<file path="src/rtl/key_debounce_multi.sv">
// -----------------------------------------------------------------------------
// key_debounce_multi
//
// N-channel push-button debouncer. Every channel runs on its own: a 2-flop
// synchroniser, then a 4-state filter FSM with a shared debounce/hold counter.
// Each channel reports its debounced pin level and one-cycle pulses for press,
// release, level change and long press. Downstream logic therefore needs no
// edge detection or hold timers of its own.
//
// Parameters
//   N_KEYS      number of independent channels (1..32)
//   DB_CYCLES   stable cycles needed to accept a level change (>= 2)
//   LONG_CYCLES cycles of debounced press before key_long fires (> DB_CYCLES)
//   ACTIVE_LOW  1: pressed pin reads 0, idle pin reads 1; 0: the inverse
//
// Ports
//   sys_clk      system clock
//   sys_rst_n    asynchronous active-low reset
//   key          raw asynchronous key pins
//   key_value    debounced pin level, same polarity as the pin
//   key_flag     one-cycle pulse whenever key_value changes
//   key_press    one-cycle pulse on a debounced press
//   key_release  one-cycle pulse on a debounced release
//   key_long     one-cycle pulse, at most once per press, after LONG_CYCLES
// -----------------------------------------------------------------------------
module key_debounce_multi #(
  parameter int N_KEYS      = 4,
  parameter int DB_CYCLES   = 1_000_000,
  parameter int LONG_CYCLES = 50_000_000,
  parameter bit ACTIVE_LOW  = 1'b1
) (
  input  logic              sys_clk,
  input  logic              sys_rst_n,
  input  logic [N_KEYS-1:0] key,
  output logic [N_KEYS-1:0] key_value,
  output logic [N_KEYS-1:0] key_flag,
  output logic [N_KEYS-1:0] key_press,
  output logic [N_KEYS-1:0] key_release,
  output logic [N_KEYS-1:0] key_long
);

  // The counter must reach LONG_CYCLES-1. It is derived here and is not
  // meant to be overridden.
  localparam int CNT_W = $clog2(LONG_CYCLES + 1);

  localparam logic              IDLE_LVL  = ACTIVE_LOW ? 1'b1 : 1'b0;
  localparam logic              PRESS_LVL = ~IDLE_LVL;
  localparam logic [N_KEYS-1:0] IDLE_VEC  = {N_KEYS{IDLE_LVL}};
  localparam logic [N_KEYS-1:0] ZERO_VEC  = {N_KEYS{1'b0}};
  localparam logic [CNT_W-1:0]  CNT_ZERO  = {CNT_W{1'b0}};
  localparam logic [CNT_W-1:0]  CNT_ONE   = {{(CNT_W-1){1'b0}}, 1'b1};
  localparam logic [CNT_W-1:0]  DB_LAST   = CNT_W'(DB_CYCLES - 1);
  localparam logic [CNT_W-1:0]  LONG_LAST = CNT_W'(LONG_CYCLES - 1);

  typedef enum logic [1:0] {
    ST_RELEASED   = 2'd0,
    ST_DB_PRESS   = 2'd1,
    ST_PRESSED    = 2'd2,
    ST_DB_RELEASE = 2'd3
  } state_t;

  logic [N_KEYS-1:0] sync1_r;
  logic [N_KEYS-1:0] sync2_r;
  logic [N_KEYS-1:0] act_s;

  state_t            state_r     [N_KEYS];
  state_t            state_nxt_s [N_KEYS];
  logic [CNT_W-1:0]  cnt_r       [N_KEYS];
  logic [CNT_W-1:0]  cnt_nxt_s   [N_KEYS];
  logic [N_KEYS-1:0] long_done_r;
  logic [N_KEYS-1:0] long_done_nxt_s;

  logic [N_KEYS-1:0] value_nxt_s;
  logic [N_KEYS-1:0] press_nxt_s;
  logic [N_KEYS-1:0] release_nxt_s;
  logic [N_KEYS-1:0] long_nxt_s;

  // Two-flop synchroniser. It resets to the idle pin level, so leaving
  // reset never looks like an edge.
  always_ff @(posedge sys_clk or negedge sys_rst_n) begin
    if (!sys_rst_n) begin
      sync1_r <= IDLE_VEC;
      sync2_r <= IDLE_VEC;
    end else begin
      sync1_r <= key;
      sync2_r <= sync1_r;
    end
  end

  // Normalise the polarity so that act_s = 1 means "pressed" on every channel.
  assign act_s = sync2_r ^ IDLE_VEC;

  // Per-channel FSM state, counter and long-press latch.
  always_ff @(posedge sys_clk or negedge sys_rst_n) begin
    if (!sys_rst_n) begin
      for (int i = 0; i < N_KEYS; i++) begin
        state_r[i] <= ST_RELEASED;
        cnt_r[i]   <= CNT_ZERO;
      end
      long_done_r <= ZERO_VEC;
    end else begin
      for (int i = 0; i < N_KEYS; i++) begin
        state_r[i] <= state_nxt_s[i];
        cnt_r[i]   <= cnt_nxt_s[i];
      end
      long_done_r <= long_done_nxt_s;
    end
  end

  // Next-state, counter and pulse decode for every channel.
  always_comb begin
    long_done_nxt_s = long_done_r;
    value_nxt_s     = key_value;
    press_nxt_s     = ZERO_VEC;
    release_nxt_s   = ZERO_VEC;
    long_nxt_s      = ZERO_VEC;
    for (int i = 0; i < N_KEYS; i++) begin
      state_nxt_s[i] = state_r[i];
      cnt_nxt_s[i]   = cnt_r[i];
      case (state_r[i])
        ST_RELEASED: begin
          if (act_s[i]) begin
            state_nxt_s[i] = ST_DB_PRESS;
            cnt_nxt_s[i]   = CNT_ZERO;
          end else begin
            state_nxt_s[i] = ST_RELEASED;
          end
        end
        ST_DB_PRESS: begin
          if (!act_s[i]) begin
            // A bounce: drop back silently.
            state_nxt_s[i] = ST_RELEASED;
          end else if (cnt_r[i] == DB_LAST) begin
            state_nxt_s[i]     = ST_PRESSED;
            cnt_nxt_s[i]       = CNT_ZERO;
            long_done_nxt_s[i] = 1'b0;
            press_nxt_s[i]     = 1'b1;
            value_nxt_s[i]     = PRESS_LVL;
          end else begin
            cnt_nxt_s[i] = cnt_r[i] + CNT_ONE;
          end
        end
        ST_PRESSED: begin
          if (!act_s[i]) begin
            state_nxt_s[i] = ST_DB_RELEASE;
            cnt_nxt_s[i]   = CNT_ZERO;
          end else if (!long_done_r[i] && (cnt_r[i] == LONG_LAST)) begin
            long_nxt_s[i]      = 1'b1;
            long_done_nxt_s[i] = 1'b1;
          end else if (cnt_r[i] < LONG_LAST) begin
            cnt_nxt_s[i] = cnt_r[i] + CNT_ONE;
          end else begin
            // The hold timer saturates once the long press is reported.
            cnt_nxt_s[i] = cnt_r[i];
          end
        end
        ST_DB_RELEASE: begin
          if (act_s[i]) begin
            // A release glitch: the hold timer restarts, but long_done is
            // kept so key_long cannot fire twice in one press.
            state_nxt_s[i] = ST_PRESSED;
            cnt_nxt_s[i]   = CNT_ZERO;
          end else if (cnt_r[i] == DB_LAST) begin
            state_nxt_s[i]   = ST_RELEASED;
            cnt_nxt_s[i]     = CNT_ZERO;
            release_nxt_s[i] = 1'b1;
            value_nxt_s[i]   = IDLE_LVL;
          end else begin
            cnt_nxt_s[i] = cnt_r[i] + CNT_ONE;
          end
        end
        default: begin
          state_nxt_s[i] = ST_RELEASED;
          cnt_nxt_s[i]   = CNT_ZERO;
        end
      endcase
    end
  end

  // Registered outputs. key_flag comes from the same decode as press and
  // release, so the three outputs always agree.
  always_ff @(posedge sys_clk or negedge sys_rst_n) begin
    if (!sys_rst_n) begin
      key_value   <= IDLE_VEC;
      key_flag    <= ZERO_VEC;
      key_press   <= ZERO_VEC;
      key_release <= ZERO_VEC;
      key_long    <= ZERO_VEC;
    end else begin
      key_value   <= value_nxt_s;
      key_flag    <= press_nxt_s | release_nxt_s;
      key_press   <= press_nxt_s;
      key_release <= release_nxt_s;
      key_long    <= long_nxt_s;
    end
  end

endmodule
</file>
<file path="config.mk">
export PLATFORM = sky130hd
export DESIGN_NAME = key_debounce_multi
export DESIGN_NICKNAME = d
export VERILOG_FILES = /design/src/rtl/key_debounce_multi.sv
export SDC_FILE = /design/constraint.sdc
export NUM_CORES = 1
export LEC_CHECK = 0
export BUFFER_PORTS_ARGS = -buffer_cell sky130_fd_sc_hd__buf_2
export CAP_MARGIN = 20
export CORE_MARGIN = 8
export CORE_UTILIZATION = 30
export CTS_CLUSTER_DIAMETER = 100
export DETAILED_ROUTE_END_ITERATION = 7
export PLACE_DENSITY_LB_ADDON = 0.15
export SKIP_CTS_REPAIR_TIMING = 1
export SLEW_MARGIN = 20
export SYNTH_ARGS = -nofsm -noshare
export SYNTH_HDL_FRONTEND = slang
export SYNTH_SLANG_ARGS = --single-unit
</file>
<file path="constraint.sdc">
create_clock -name sys_clk -period 2.7 [get_ports sys_clk]
set_input_delay 0.405 -clock sys_clk [delete_from_list [all_inputs] [get_ports sys_clk]]
set_output_delay 0.405 -clock sys_clk [all_outputs]
set_load 0.005 [all_outputs]
</file>
# [After elaboration in Yosys (flattened, before gate mapping)]
# Cells that the tools add are included.
[word_totals] ramBits=0 latchBits=0 out_inout_bits=20 input_bits=6 wordCells=260 memories=0 ff_bits=144 rom_bits=0
[classes] mux=124 n_lt_le_gt_ge=4 n_bitwise=2 n_addsub=4 div_mod_pow=0 reduce_logical=36 shifts=0 n_eq_ne=68 mul=0
[op_table] operator="$mux W26" count=28
[op_table] operator="$pmux W26 S4" count=4
[op_table] operator="$add A26 B1 Y26 const B" count=4
[op_table] operator="$eq A26 B20 Y1 const B" count=4
[op_table] operator="$eq A26 B26 Y1 const B" count=4
[op_table] operator="$lt A26 B26 Y1 const B" count=4
[op_table] operator="$ne A2 B2 Y1 const B" count=32
[op_table] operator="$mux W1" count=60
[op_table] operator="$ne A3 B3 Y1 const B" count=16
[op_table] operator="$mux W2" count=20
[op_table] operator="$reduce_and A5 Y1" count=8
[op_table] operator="$pmux W2 S4" count=4
[op_table] operator="$eq A2 B2 Y1 const B" count=8
[op_table] operator="$pmux W1 S2" count=8
[op_table] operator="$reduce_and A4 Y1" count=4
[op_table] operator="$reduce_bool A2 Y1" count=8
[op_table] operator="$reduce_and A3 Y1" count=4
[op_table] operator="$eq A2 B1 Y1 const B" count=4
[op_table] operator="$logic_not A2 Y1" count=4
[op_table] operator="$logic_and A1 B1 Y1" count=4
[op_table] operator="$logic_not A1 Y1" count=4
[op_table] operator="$not A4 Y4" count=1
[op_table] operator="$or A4 B4 Y4" count=1

# [Depth between registers and ports, before layout]
# Gate-level depths: netlist (run 1).
[depth] depth_word=5 mapped_depth=9 ltp_nobuf=6

# [Worst setup path after synthesis (run 1)]
# OpenSTA, ideal clock, no wires.
[synth_path] path_kind="reg-to-reg" startpoint="register cnt_r[26] (netlist bit)" endpoint="register cnt_r[48] (netlist bit)" setup_slack_ns=0.369 setup_time_ns=0.079 path_stages_with_launch=8 arrival_time_ns=2.252 t_required_ns=2.621 path_cell_list="dfrtp_1 > ha_1 > nand3_2 > or4_1 > buf_2 > or4_1 > or4_1 > mux2i_1"
[synth_between] elab_chain_cells=5
[synth_lines] item="from (decl)" line="68" source="logic [CNT_W-1:0] cnt_r [N_KEYS];"
[synth_lines] item="from (signal, indexed assignment)" line="104" source="cnt_r[i] <= cnt_nxt_s[i];"
[synth_lines] item="$add A26 B1 Y26" line="140, 151, 169"
[synth_lines] item="$mux W26" line="150" source="end else if (cnt_r[i] < LONG_LAST) begin"
[synth_lines] item="$mux W26" line="147" source="end else if (!long_done_r[i] && (cnt_r[i] == LONG_LAST)) begin"
[synth_lines] item="$mux W26" line="144" source="if (!act_s[i]) begin"
[synth_lines] item="$pmux W26 S4" line="120" source="case (state_r[i])"
# Parallel ways exist; a longest one is shown, timed or not. The select of a mux whose other input is x is not followed.
# A chain may end at the register's enable or synchronous reset.

# [Worst setup path in the final report (run 1)]
[layout_path] startpoint="register cnt_r[74] (netlist bit)" endpoint="register cnt_r[67] (netlist bit)"
[layout_between] elab_chain_cells=4
[layout_lines] item="branches (longest 4 deep; another with $lt A26 B26 Y1)"
# Parallel ways; which one is timed is not known. The select of a mux whose other input is x is not followed.

==> impl_metrics.yaml, run 1 <==
timing:
  slew_violations: 0
  max_slew.worst_pin.slew_ps: 850
  fin_crit_ps: 2430
  period_share: 0.900
  rsz0062_at_grt: "no"
  fin_skew_ps: 11.8
  slew_headroom: 0.433
  max_freq_mhz: 411
  holdWs_ps: 71.8
  setup_tns_ps: 0
  setup_viol: 0
  final_hold_viol_count: 0
yosys:
  ys.flop_type: "dfrtp_1"
  synth_area_per_cell_um2: 9.00
  async_flop_share: 1.00
  synth_nets: 991
  synth_cells: 981
  synth_edf_count: 0
  ys_seq_area_frac: 0.410
  yosysWarningCount: 0
  syn_area_um2: 8830
  synthDistinctLibCells: 80
  ys_seq_elements: 144
pwr:
  power.leakage_uw: 0.00406
  power_density_nw_per_um2: 488
  peakVddDrop_mv: 0.462
worst_setup_path:
  arrival_ps: 2740
  r2r_start: "cnt_r[74]"
  reg2reg_depth: 6
  crit_end: "cnt_r[67]"
  crit_path_end_kind: "flip-flop"
  r2r-end: "cnt_r[67]"
  r2r_slack_ps: 270
  start_kind: "flip-flop"
  startpoint: "cnt_r[74]"
  cp_data_required_time_ps: 3010
  crit_fanout: 10
  worstSetupPathType: "reg2reg"
cts:
  ctsRootBufferMaster: "clkbuf_16"
  numClockSinks: 144
  h-tree-depth: 4
  cts_tree: "yes"
  clk_pin_slew_worst_paths_ps: 70
  clkLatencyLatePin_ps: 430
  clock_path_buffers: 2
  cts_buffers: 17
global_routing:
  grt_pass1_wl_um: 44200
  antenna_found_initial: 0
  top_usage_layer: "met2"
  grt_usage: 0.150
  grt_use_met1: 0.210
  grt_pass1_vias: 8055
  grt_util_met2: 0.237
  overflow: 0
  grt_max_degree: 42
  grt_use_met3: 0.0236
detailed_routing:
  ant_nets: 0
  via_count: 8079
  wl_um: 26000
  dr.pass1.iters: 5
  wl_per_cell_um: 18.3
  via_per_inst: 5.68
  drc: 0
  drt-initial-drc-count: 565
finish:
  area_growth_pct: 17.3
  seqCellArea_um2: 3620
  fillers: 3056
  finalNetCount: 1031
  utilization: 0.353
  multi_input_area_um2: 4750
  instances_no_fill: 1423
  diodes: 0
  drive_gt1_frac: 0.158
run_status:
  outcome: "completed"
die:
  initial_core_util: 0.301
  die_w_um: 188
  ios: 26
  rows: 63
  die_h_um: 188
  core-area_um2: 29300
  die_area_um2: 35200
placed_design:
  hpwl_um: 18100
  routabilityCongestion: 0.836
  placed_cells: 1391
  portBuffers: 25
worst_hold_path:
  hp-class: "in2reg"
flow_run:
  max-cap-violations: 0
## sequential cells by signal (all words and copies together), names as in the netlist, named ones only
signal and count:
key_value 4, key_release 4, sync2_r 4, sync1_r 4, key_press 4, key_flag 4, state_r 4, long_done_r 4
cnt_r 104, key_long 4
## layout by cell type, fill, tap and decap left out, types with 5 or more instances in the layout
master     instances
a31oi_1            7
nand4_1           51
mux2i_1           28
buf_4             68
nand2_1           58
dfrtp_1          132
o22ai_1           14
inv_1             50
o211ai_1          17
o2111ai_1         12
o31ai_1            7
dfstp_2           12
a22o_1            42
nand3_1           59
nor3_1            37
nor2b_1            6
nor2_1            69
or4_1             16
nor4b_1            5
a211oi_1          26
and3_1            20
buf_2             24
a21oi_1           10
or3_1             14
and4_1            19
clkbuf_16         17
o21ai_0           20
o2bb2ai_1         13
a22oi_1           11
nand2b_1          11
nor4_1            29
a221oi_1          19
## where the power goes
part | internal (µW) | switching (µW) | leakage [µW]
registers | 2190 | 38.8 | 0.00195
logic | 117 | 200 | 0.00181
clock network | 1550 | 960 | 0.000297
## worst max-delay path: stages (launching register included)
cell     delay, ps
dfrtp_1        420
or4b_2         710
nor4_4         400
a21oi_1        150
buf_4          200
and3_1         160
a221o_1        260
## worst min-delay path by stage
| stage | start | end | cells past startpoint | slack [ps] |
|---|---|---|---|---|
| 3_3_place_gp | sys_rst_n | cnt_r[47] | 1 | 340 |
| 3_5_place_dp | sys_rst_n | cnt_r[47] | 1 | 340 |
| 6_report | key[3] | sync1_r[3] | 1 | 70 |
| 4_1_cts | sys_rst_n | cnt_r[47] | 1 | -130 |
| 2_1_floorplan | sys_rst_n | asynchronous set/reset pin | 0 | 110 |
| 5_1_grt | key[3] | sync1_r[3] | 1 | 50 |
## per-stage QoR
step | cell area [µm²] | total power [µW] | worst slack [ps]
global placement | 9740 | 2590 | 203
floorplan | 8830 | 2440 | 369
finish | 10400 | 5050 | 269
global route | 10400 | 5260 | 45.5
CTS | 10300 | 5130 | 197
detailed placement | 9740 | 2590 | 209
## metal layers
metal	wire [µm]	share of wire
met1	13000	0.50
met2	12000	0.46
met3	793	0.030
met4	306	0.012
met5	0	0
## synth_stat cells, types with 4 or more instances
cell,number,area (µm²)
nor4bb_1,4,40.0
or4_1,17,128
o2bb2ai_1,13,114
a22oi_1,11,82.6
ha_1,4,50.1
a221oi_1,19,166
dfstp_2,12,315
nand4_1,51,319
a211oi_1,26,195
clkbuf_1,49,184
dfrtp_1,132,3300
and3_1,20,125
nand2_1,58,218
o22ai_1,15,93.8
nand3_1,59,295
o31ai_1,8,60.1
a22o_1,42,368
nor2b_1,6,37.5
o211ai_1,17,128
and2_1,4,25.0
o2111ai_1,12,105
a21oi_1,12,60.1
buf_1,7,26.3
buf_2,17,85.1
o21ai_0,20,100
xnor2_1,4,35.0
or3_1,14,87.6
inv_1,50,188
nand3b_1,4,30.0
nor4_1,30,188
nand2b_1,11,68.8
nor4b_1,5,43.8
nor2_1,69,259
mux2i_1,28,280
nor3_1,38,190
and4_1,19,166
a31oi_1,7,43.8
## area by class of cell
type / instances / area share
clock inverters: 6 / 0.0101
well taps: 390 / 0.0471
repair buffers: 97 / 0.0687
flip-flops and latches: 144 / 0.349
multi-input cells: 711 / 0.459
clock buffers: 25 / 0.0478
inverters: 50 / 0.0181
## cells by family after synthesis
group | count (synthesis) | synth area share
buf+inv | 126 | 0.0574
fa+ha+maj | 4 | 0.00567
compound gates | 243 | 0.215
flops | 144 | 0.410
xor+xnor | 5 | 0.00496
simple gates | 431 | 0.276
mux | 28 | 0.0317
(Power assumes the default switching activity.)
==> inputs of run 2 (changes only) <==
Settings changed: CELL_PAD_IN_SITES_DETAIL_PLACEMENT set to 0, CELL_PAD_IN_SITES_GLOBAL_PLACEMENT set to 2, PLACE_DENSITY set to 0.69, PLACE_DENSITY_LB_ADDON 0.15 to unset.
==> run 2 against run 1 <==
  * Total power fell by 6.1%
  * Maximum frequency down 2.5%
  * Flip-flop and latch count unchanged
  * Hold slack better by 3.7 ps
  * Cell count is 0.98% higher
  * Die area stayed put
  * First-iteration DRC count up 13%
  * Global-route usage is 0.37 points higher
  * Non-clock buffer count is 14 higher
  * Wire length grew 3.0%
  * Combinational power is 1% higher
  * Count of clock-buffer cells in the layout did not move
==> impl_metrics.yaml, run 2 (synthesis gave the netlist of run 1 again) <==
flow_run:
  max-cap-violations: 0
finish:
  diodes: 0
  multi_input_area_um2: 4740
  stdcell_area_um2: 10400
  max_flop_register: "cnt_r"
  seqCellArea_um2: 3620
  largest_reg_flops: 104
  final_cell_mix: "dfrtp_1 (132), buf_4 (82), nor2_1 (69), nand3_1 (59), nand2_1 (58)"
  area_growth_pct: 17.5
  final_common_cell: "dfrtp_1"
  drive_gt1_frac: 0.166
  finalNetCount: 1045
  fillers: 3041
worst_setup_path:
  worstSetupPathType: "reg2reg"
  crit_path_end_kind: "flip-flop"
  arrival_ps: 2860
  crit_fanout: 7
  cp_data_required_time_ps: 3060
  start_kind: "flip-flop"
cts:
  numClockSinks: 144
  clkLatencyLatePin_ps: 420
  cts_buffers: 17
  ctsRootBufferMaster: "clkbuf_16"
  clk_pin_slew_worst_paths_ps: 70
  h-tree-depth: 4
  clock_path_buffers: 2
  cts_tree: "yes"
timing:
  setup_viol: 0
  slew_headroom: 0.321
  slew_violations: 0
  max_slew.worst_pin.slew_ps: 1010
  fin_crit_ps: 2490
  period_share: 0.923
  setup_tns_ps: 0
  rsz0062_at_grt: "no"
  max_freq_mhz: 401
  fin_skew_ps: 12.8
  final_hold_viol_count: 0
global_routing:
  antenna_found_initial: 0
  grt_max_degree: 52
  grt_usage: 0.154
  grt_pass1_vias: 8178
  overflow: 0
  grt_pass1_wl_um: 44900
placed_design:
  hpwl_um: 18700
  portBuffers: 25
  routabilityCongestion: 0.841
  dpl_cell_area_um2: 9850
worst_hold_path:
  hp-class: "in2reg"
detailed_routing:
  dr.pass1.iters: 5
  via_count: 8225
  via_per_inst: 5.72
  wl_per_cell_um: 18.7
  drt-initial-drc-count: 639
  drc: 0
  ant_nets: 0
  wl_um: 26800
die:
  core-area_um2: 29300
  initial_core_util: 0.301
  rows: 63
  die_w_um: 188
  die_area_um2: 35200
  ios: 26
  die_h_um: 188
run_status:
  outcome: "completed"
pwr:
  power.leakage_uw: 0.00410
  power_density_nw_per_um2: 457
  peakVddDrop_mv: 0.445
run 2: changes by cell type in the layout (fill, tap and decap cells not counted), sizes merged:
cell / previous run / this run
buf: 96 / 110
bufinv: 3 / 0
clkinv: 3 / 6
run 2: cell type report:
class / count / area share
clock inverters: 6 / 0.00326
multi-input cells: 711 / 0.457
flip-flops and latches: 144 / 0.349
well taps: 390 / 0.0470
clock buffers: 25 / 0.0468
repair buffers: 111 / 0.0788
inverters: 50 / 0.0181
run 2: power breakdown:
group | total [µW] | internal (µW) | leakage, µW | switching, µW
combinational | 320 | 117 | 0.00188 | 203
clock | 2190 | 1240 | 0.000261 | 955
sequential | 2230 | 2190 | 0.00195 | 37.6
run 2: path summary, 6_finish.rpt:
check / start / to / slack, ps / cells after the start
setup / recovery: cnt_r[52] / cnt_r[67] / 210 / 6
hold / removal: key[1] / sync1_r[1] / 80 / 1
max in group asynchronous: sys_rst_n / key_value[1] / 1440 / 3
hold reg to reg: sync1_r[2] / sync2_r[2] / 350 / 0
min in group asynchronous: sys_rst_n / cnt_r[103] / 490 / 2
setup reg to reg: cnt_r[52] / cnt_r[67] / 210 / 6
run 2: worst max-delay path, cell delays in order (launching register included):
cell	delay, ps
dfrtp_1	410
ha_1	240
and3_1	250
a31oi_1	280
o32ai_2	150
nor3_1	840
a221o_1	270
run 2: per-stage QoR:
step / utilization / power [µW] / cells / hold slack, ps / setup WS (ps)
after global placement: 0.336 / 2590 / 1405 / 346 / 219
after detailed placement: 0.336 / 2590 / 1405 / 349 / 219
after CTS: 0.353 / 4810 / 1436 / -72.6 / 217
after global routing: 0.354 / 4930 / 1437 / 55.2 / 11.7
after floorplan: - / 2440 / 981 / 109 / 369
final: 0.354 / 4750 / 1437 / 75.4 / 207
run 2: layer usage:
metal,wire (µm),global-route usage
met5,0,0
met4,247,0.0379
met3,936,0.0223
met2,12500,0.244
met1,13100,0.217
